--- src/rtl/cdb_result_arbiter.sv ---
// cdb_result_arbiter
//   Shares the common data bus between the ALU, MUL and DIV result producers.
//   Each producer feeds a small holding FIFO (the units cannot stall); a
//   round-robin arbiter picks one head entry per cycle and loads it into a
//   registered CDB broadcast. A flush discards every buffered result.
//
//   Optional feature macro: CDB_BYPASS_EN
//     When defined, a valid result arriving at an empty FIFO may win
//     arbitration in the same cycle and load straight into the output
//     register (1-edge latency). When undefined, every result goes through
//     its FIFO (2-edge latency).
//
// Ports
//   clk, reset           clock, asynchronous active-high reset
//   flush                discard all pending results
//   {alu,mul,div}_valid  result present this cycle
//   {alu,mul,div}_value  32-bit result
//   {alu,mul,div}_pc     PC of producing instruction
//   {alu,mul,div}_tag    destination physical tag
//   {alu,mul,div}_full   FIFO holds DEPTH entries
//   cdb_valid/value/pc/tag/src  registered broadcast (src: 0=ALU 1=MUL 2=DIV)
//   cdb_overflow         sticky: a push arrived while its FIFO was full
module cdb_result_arbiter #(
    parameter int DEPTH = 2,
    parameter int TAG_W = 8
) (
    input  logic             clk,
    input  logic             reset,
    input  logic             flush,
    input  logic             alu_valid,
    input  logic [31:0]      alu_value,
    input  logic [31:0]      alu_pc,
    input  logic [TAG_W-1:0] alu_tag,
    output logic             alu_full,
    input  logic             mul_valid,
    input  logic [31:0]      mul_value,
    input  logic [31:0]      mul_pc,
    input  logic [TAG_W-1:0] mul_tag,
    output logic             mul_full,
    input  logic             div_valid,
    input  logic [31:0]      div_value,
    input  logic [31:0]      div_pc,
    input  logic [TAG_W-1:0] div_tag,
    output logic             div_full,
    output logic             cdb_valid,
    output logic [31:0]      cdb_value,
    output logic [31:0]      cdb_pc,
    output logic [TAG_W-1:0] cdb_tag,
    output logic [1:0]       cdb_src,
    output logic             cdb_overflow
);

    localparam int PW = (DEPTH > 1) ? $clog2(DEPTH) : 1;
    localparam int CW = $clog2(DEPTH + 1);
    localparam logic [CW-1:0] FULL_CNT = CW'(DEPTH);

    // Sources gathered into arrays indexed by source id (0=ALU 1=MUL 2=DIV).
    logic [2:0]       in_valid;
    logic [31:0]      in_value [3];
    logic [31:0]      in_pc    [3];
    logic [TAG_W-1:0] in_tag   [3];

    assign in_valid    = {div_valid, mul_valid, alu_valid};
    assign in_value[0] = alu_value;
    assign in_value[1] = mul_value;
    assign in_value[2] = div_value;
    assign in_pc[0]    = alu_pc;
    assign in_pc[1]    = mul_pc;
    assign in_pc[2]    = div_pc;
    assign in_tag[0]   = alu_tag;
    assign in_tag[1]   = mul_tag;
    assign in_tag[2]   = div_tag;

    logic [31:0]      mem_value [3][DEPTH];
    logic [31:0]      mem_pc    [3][DEPTH];
    logic [TAG_W-1:0] mem_tag   [3][DEPTH];
    logic [PW-1:0]    wr_ptr    [3];
    logic [PW-1:0]    rd_ptr    [3];
    logic [CW-1:0]    count     [3];

    logic [2:0] nonempty, full_vec, bypass_ok, req, push, pop;
    logic [1:0] rr_last, win, cand0, cand1, cand2;
    logic       grant;
    logic       overflow_set;
    logic [31:0]      sel_value, sel_pc;
    logic [TAG_W-1:0] sel_tag;

    function automatic logic [1:0] next_src(input logic [1:0] s);
        return (s == 2'd2) ? 2'd0 : s + 2'd1;
    endfunction

    assign alu_full = full_vec[0];
    assign mul_full = full_vec[1];
    assign div_full = full_vec[2];

    always_comb begin
        for (int i = 0; i < 3; i++) begin
            nonempty[i] = (count[i] != '0);
            full_vec[i] = (count[i] == FULL_CNT);
`ifdef CDB_BYPASS_EN
            bypass_ok[i] = in_valid[i] && !nonempty[i] && !flush;
`else
            bypass_ok[i] = 1'b0;
`endif
            req[i] = nonempty[i] || bypass_ok[i];
        end
    end

    // Round-robin: search starts one past the last winner and wraps.
    always_comb begin
        cand0 = next_src(rr_last);
        cand1 = next_src(cand0);
        cand2 = next_src(cand1);
        win   = cand0;
        if (req[cand0])      win = cand0;
        else if (req[cand1]) win = cand1;
        else if (req[cand2]) win = cand2;
        grant = (|req) && !flush;
    end

    // A bypassing winner is not written to its FIFO; a pop never frees
    // space for a push in the same cycle since the full test uses the
    // pre-edge count.
    always_comb begin
        for (int i = 0; i < 3; i++) begin
            pop[i]  = grant && (win == 2'(i)) && nonempty[i];
            push[i] = in_valid[i] && !flush && !full_vec[i]
                      && !(grant && (win == 2'(i)) && bypass_ok[i]);
        end
        overflow_set = |(in_valid & full_vec) && !flush;
    end

    always_comb begin
        sel_value = mem_value[win][rd_ptr[win]];
        sel_pc    = mem_pc[win][rd_ptr[win]];
        sel_tag   = mem_tag[win][rd_ptr[win]];
`ifdef CDB_BYPASS_EN
        if (bypass_ok[win]) begin
            sel_value = in_value[win];
            sel_pc    = in_pc[win];
            sel_tag   = in_tag[win];
        end
`endif
    end

    // FIFO storage: data only, no reset needed.
    always_ff @(posedge clk) begin
        for (int i = 0; i < 3; i++) begin
            if (push[i]) begin
                mem_value[i][wr_ptr[i]] <= in_value[i];
                mem_pc[i][wr_ptr[i]]    <= in_pc[i];
                mem_tag[i][wr_ptr[i]]   <= in_tag[i];
            end
        end
    end

    always_ff @(posedge clk or posedge reset) begin
        if (reset) begin
            for (int i = 0; i < 3; i++) begin
                count[i]  <= '0;
                wr_ptr[i] <= '0;
                rd_ptr[i] <= '0;
            end
            rr_last      <= 2'd2;
            cdb_valid    <= 1'b0;
            cdb_value    <= '0;
            cdb_pc       <= '0;
            cdb_tag      <= '0;
            cdb_src      <= 2'd0;
            cdb_overflow <= 1'b0;
        end else begin
            if (overflow_set)
                cdb_overflow <= 1'b1;
            if (flush) begin
                for (int i = 0; i < 3; i++) begin
                    count[i]  <= '0;
                    wr_ptr[i] <= '0;
                    rd_ptr[i] <= '0;
                end
                rr_last   <= 2'd2;
                cdb_valid <= 1'b0;
            end else begin
                for (int i = 0; i < 3; i++) begin
                    if (push[i]) wr_ptr[i] <= wr_ptr[i] + 1'b1;
                    if (pop[i])  rd_ptr[i] <= rd_ptr[i] + 1'b1;
                    count[i] <= count[i] + CW'(push[i]) - CW'(pop[i]);
                end
                cdb_valid <= grant;
                if (grant) begin
                    rr_last   <= win;
                    cdb_value <= sel_value;
                    cdb_pc    <= sel_pc;
                    cdb_tag   <= sel_tag;
                    cdb_src   <= win;
                end
            end
        end
    end

endmodule
--- config.mk ---
export PLATFORM = sky130hd
export DESIGN_NAME = cdb_result_arbiter
export DESIGN_NICKNAME = d
export VERILOG_FILES = /design/src/rtl/cdb_result_arbiter.sv
export SDC_FILE = /design/constraint.sdc
export NUM_CORES = 1
export LEC_CHECK = 0
export ABC_CLOCK_PERIOD_IN_PS = 5050
export BUFFER_PORTS_ARGS = -buffer_cell sky130_fd_sc_hd__buf_2
export CAP_MARGIN = 10
export CORE_AREA = 2 2 194 196
export CTS_CLUSTER_SIZE = 16
export DETAILED_ROUTE_END_ITERATION = 7
export DIE_AREA = 0 0 196 198
export PLACE_DENSITY = 0.89
export SLEW_MARGIN = 5
export SYNTH_ARGS = -nofsm -noshare
export SYNTH_HDL_FRONTEND = slang
export SYNTH_SLANG_ARGS = --single-unit
--- constraint.sdc ---
create_clock -name clk -period 5.05 [get_ports clk]
set_input_delay 0.505 -clock clk [delete_from_list [all_inputs] [get_ports clk]]
set_output_delay 0.505 -clock clk [all_outputs]
set_load 0.005 [all_outputs]
==> summary.md <==
| Metric | Value |
|---|---|
| Status | finished, violations left |
| Failing checks | design-rule violations |
| Leak Pwr | 0.00914 uW |
| CP max FO | 73 |
| CTS resizes | 0 |
| Share of flip-flops with an asynchronous set or reset | 17.2% |
| Synth Warn # | 0 |
| DRT Wirelength | 60900 um |
| Setup crit start kind | flip-flop |
| Largest net degree at the start of global routing | 74 |
| CTS sink cnt | 522 |
| Worst vdd ir | 710 uV |
| Class of the worst hold path | in2reg |
| Worst-Skew Late Latency | 590 ps |
| Commonest cells post-synth | edfxtp_1 (432), nor2_1 (241), a21oi_1 (147) |
| Fraction of layout cells with a size suffix above 1 | 24.3% |
| Reg2Reg Setup Slack | 1750 ps |
| Reg2reg path depth | 6 |
| Overall Global Routing Usage | 31.2% |
| Slowest-stage cell, CP | nand2_4 |
| Vias in the first global route | 15800 |
| Post-synth EDFFs | 432 |
| Mapped cell area | 20700 sq um |
| Die ar. | 38800 sq um |
| Longest Clk Path Bufs | 3 |
| Syn_nets | 1675 |
| Min-delay src | div_value[15] |
| Hold Crit Depth | 1 |
| Worst reg2reg path startpoint | count[2] |
| CTS tree | yes |
| Leading area contributor after synthesis | edfxtp_1 |
| Via density | 6.71 |
| Drc violations | 12 |
| Clock Pin Slew Worst Setup and Hold Paths | 60 ps |
| # setup viols final | 0 |
| H-tree levels | 2 |
| Port Buf Inserts | 300 |
| Via count | 15100 |
| Syn Inst Count | 1447 |
| DIE WIDTH | 196 um |
| Worst-margin pin slew | 1330 ps |
| Final period util | 65.4% |
| Relative slew margins | 11.1% |
| Hold Vio Cnt, Final | 0 |
| Antenna violations before repair | 13 |
| Num rows | 71 |
| First-pass GRT wire length | 89700 um |
| Minimum clock period | 3300 ps |
| Unique masters post-synth | 42 |
| GRT met3 Usage | 7.53% |
| CP max stage delay | 810 ps |
| CP required | 5490 ps |
| CP arrival | 3740 ps |
| Avg Inst Size Synth | 14.3 sq um |
| I/O pins | 301 |
| Initial core utilization | 56.0% |
| Fin worst setup slack | 1750 ps |
| GR peak layer | met2 |
| Hold Path End | mem_value[2][15] |
| Top cells by area, synth | edfxtp_1 (63%), dfrtp_1 (11%), nor2_1 (4.4%) |
| Pre-CTS setup slack | 1860 ps |
| Clk root buf | clkbuf_16 |
| Setup Skew | 18.7 ps |
| CP Class | reg2reg |
| Area grow syn2layout | 17.7% |
| Num CTS Buffers | 52 |
| Final Slew Violations | 0 |
| Placeable core area | 37000 sq um |
| Setup Buffers After CTS | 0 |
| Grt ovf | 0 |
| MaxCap Viol Count | 0 |
| Placed instance area | 22600 sq um |
| Met2 Use GR | 52.1% |
| Setup TNS | 0 ps |
| Final instance area | 24300 sq um |
| # hold bufs at CTS | 0 |
| Antenna-violating nets left | 0 |
| Fmax | 0.303 GHz |
| Chip Height | 198 um |
| Critical Path Sink Type | flip-flop |
| First-pass DRT Iterations | 8 |
| Top-count cell post-synth | edfxtp_1 |
| Met1 usage | 38.1% |
| Drt wl/cell | 27.0 um |
| HPWL after DPL | 33200 um |
| Initial DRC count | 1957 |
| Share of the synthesized area in the top cell type | 62.7% |
| Finished Core Util | 65.8% |
| RePlAce Congestion | 0.860 |
| Fin nets | 1954 |
| RSZ-0062 raised after global routing | false |
| Synth Register Bits | 522 |
| Worst path cell trace | or2_1 > o21ai_4 > buf_4 > nand2_4 > a222oi_1 > a21oi_1 |
| Main flop type after synthesis | edfxtp_1 |
| CP startpoint | count[2] |
| Register area share after synthesis | 73.6% |
| Pwr/cell area | 642 nW/um^2 |
| Worst r2r dst | cdb_pc[5] |
## cell usage in the layout (no fill, tap or decap), drive strengths merged
| cell type | n |
|---|---|
| a21o | 3 |
| a21oi | 147 |
| a221oi | 72 |
| a222oi | 72 |
| a22o | 1 |
| a2bb2oi | 1 |
| a31o | 1 |
| a31oi | 1 |
| a41o | 72 |
| and2 | 3 |
| buf | 326 |
| bufinv | 3 |
| clkbuf | 73 |
| clkinv | 15 |
| clkinvlp | 4 |
| dfrtp | 89 |
| dfstp | 1 |
| diode | 13 |
| edfxtp | 432 |
| ha | 6 |
| inv | 12 |
| nand2 | 77 |
| nand3 | 1 |
| nand3b | 1 |
| nand4 | 2 |
| nor2 | 242 |
| nor2b | 77 |
| nor3 | 1 |
| nor3b | 1 |
| nor4 | 2 |
| o21ai | 6 |
| o21ba | 1 |
| o21bai | 2 |
| o22ai | 1 |
| o31ai | 1 |
| or2 | 6 |
| xnor2 | 11 |
| xor2 | 1 |
## cells by family after synthesis
| logic type | after synthesis | share of synthesized area, % |
|---|---|---|
| AND/OR/NAND/NOR | 413 | 8.75 |
| XOR/XNOR | 12 | 0.508 |
| flip-flops | 522 | 73.6 |
| adder cells (fa/ha/maj) | 6 | 0.363 |
| AO/OA/AOI/OAI | 381 | 14.2 |
| buffers and inverters | 113 | 2.50 |
## cell type report
class                           count  area [sq um]
Clock inverter                     22           194
Timing Repair Buffer              326          1720
Antenna cell                       13          32.5
Tap cell                          474           593
Multi-Input combinational cell    812          5050
Clock buffer                       73          1470
Sequential cell                   522         15200
Inverter                           12          48.8
Fill cell                        2516         12600
## critical path: cells and delay by family (launching register included)
family	cells	cell delay, ps
AND/OR/NAND/NOR	2	1110
AO/OA/AOI/OAI	3	990
flip-flops	1	430
buffers and inverters	1	580
## per-layer routing
layer  wire length [um]  vias to the layer above
li1                   -                     6226
met1              21000                     7379
met2              29900                     1271
met3               7670                      230
met4               2270                        8
met5                 55                        -
## worst max path at each step
stage                               to  slack, ps  cells after the start
final                        cdb_pc[5]       1750                      6
after global routing        cdb_tag[5]       1690                      6
after CTS                    cdb_pc[5]       1820                      6
after detailed placement    cdb_tag[5]       1860                      6
after global placement      cdb_tag[5]       2010                      6
after floorplan           mem_pc[0][0]        530                      3
## report_power, final
part	switching, uW	leakage (uW)	internal [uW]
Combinational	4030	0.00333	2100
Sequential	368	0.00500	5380
Clock	1570	0.000805	2180
Total	5970	0.00914	9660
## flip-flops by register name, indices dropped and copies added (netlist names)
register      flops
cdb_tag           8
cdb_pc           32
rd_ptr            3
mem_tag          48
cdb_overflow      1
cdb_value        32
cdb_valid         1
count             6
mem_value       192
wr_ptr            3
rr_last           2
mem_pc          192
cdb_src           2
## through the flow
step	hold slack, ps	instances	power (uW)
final	99.4	2254	15600
after CTS	70.9	2241	15500
after detailed placement	468	2146	11800
after global placement	455	2146	11500
after floorplan	468	1447	9710
after global routing	74.4	2247	16300
Note: power is estimated with default switching activity, not from simulation.
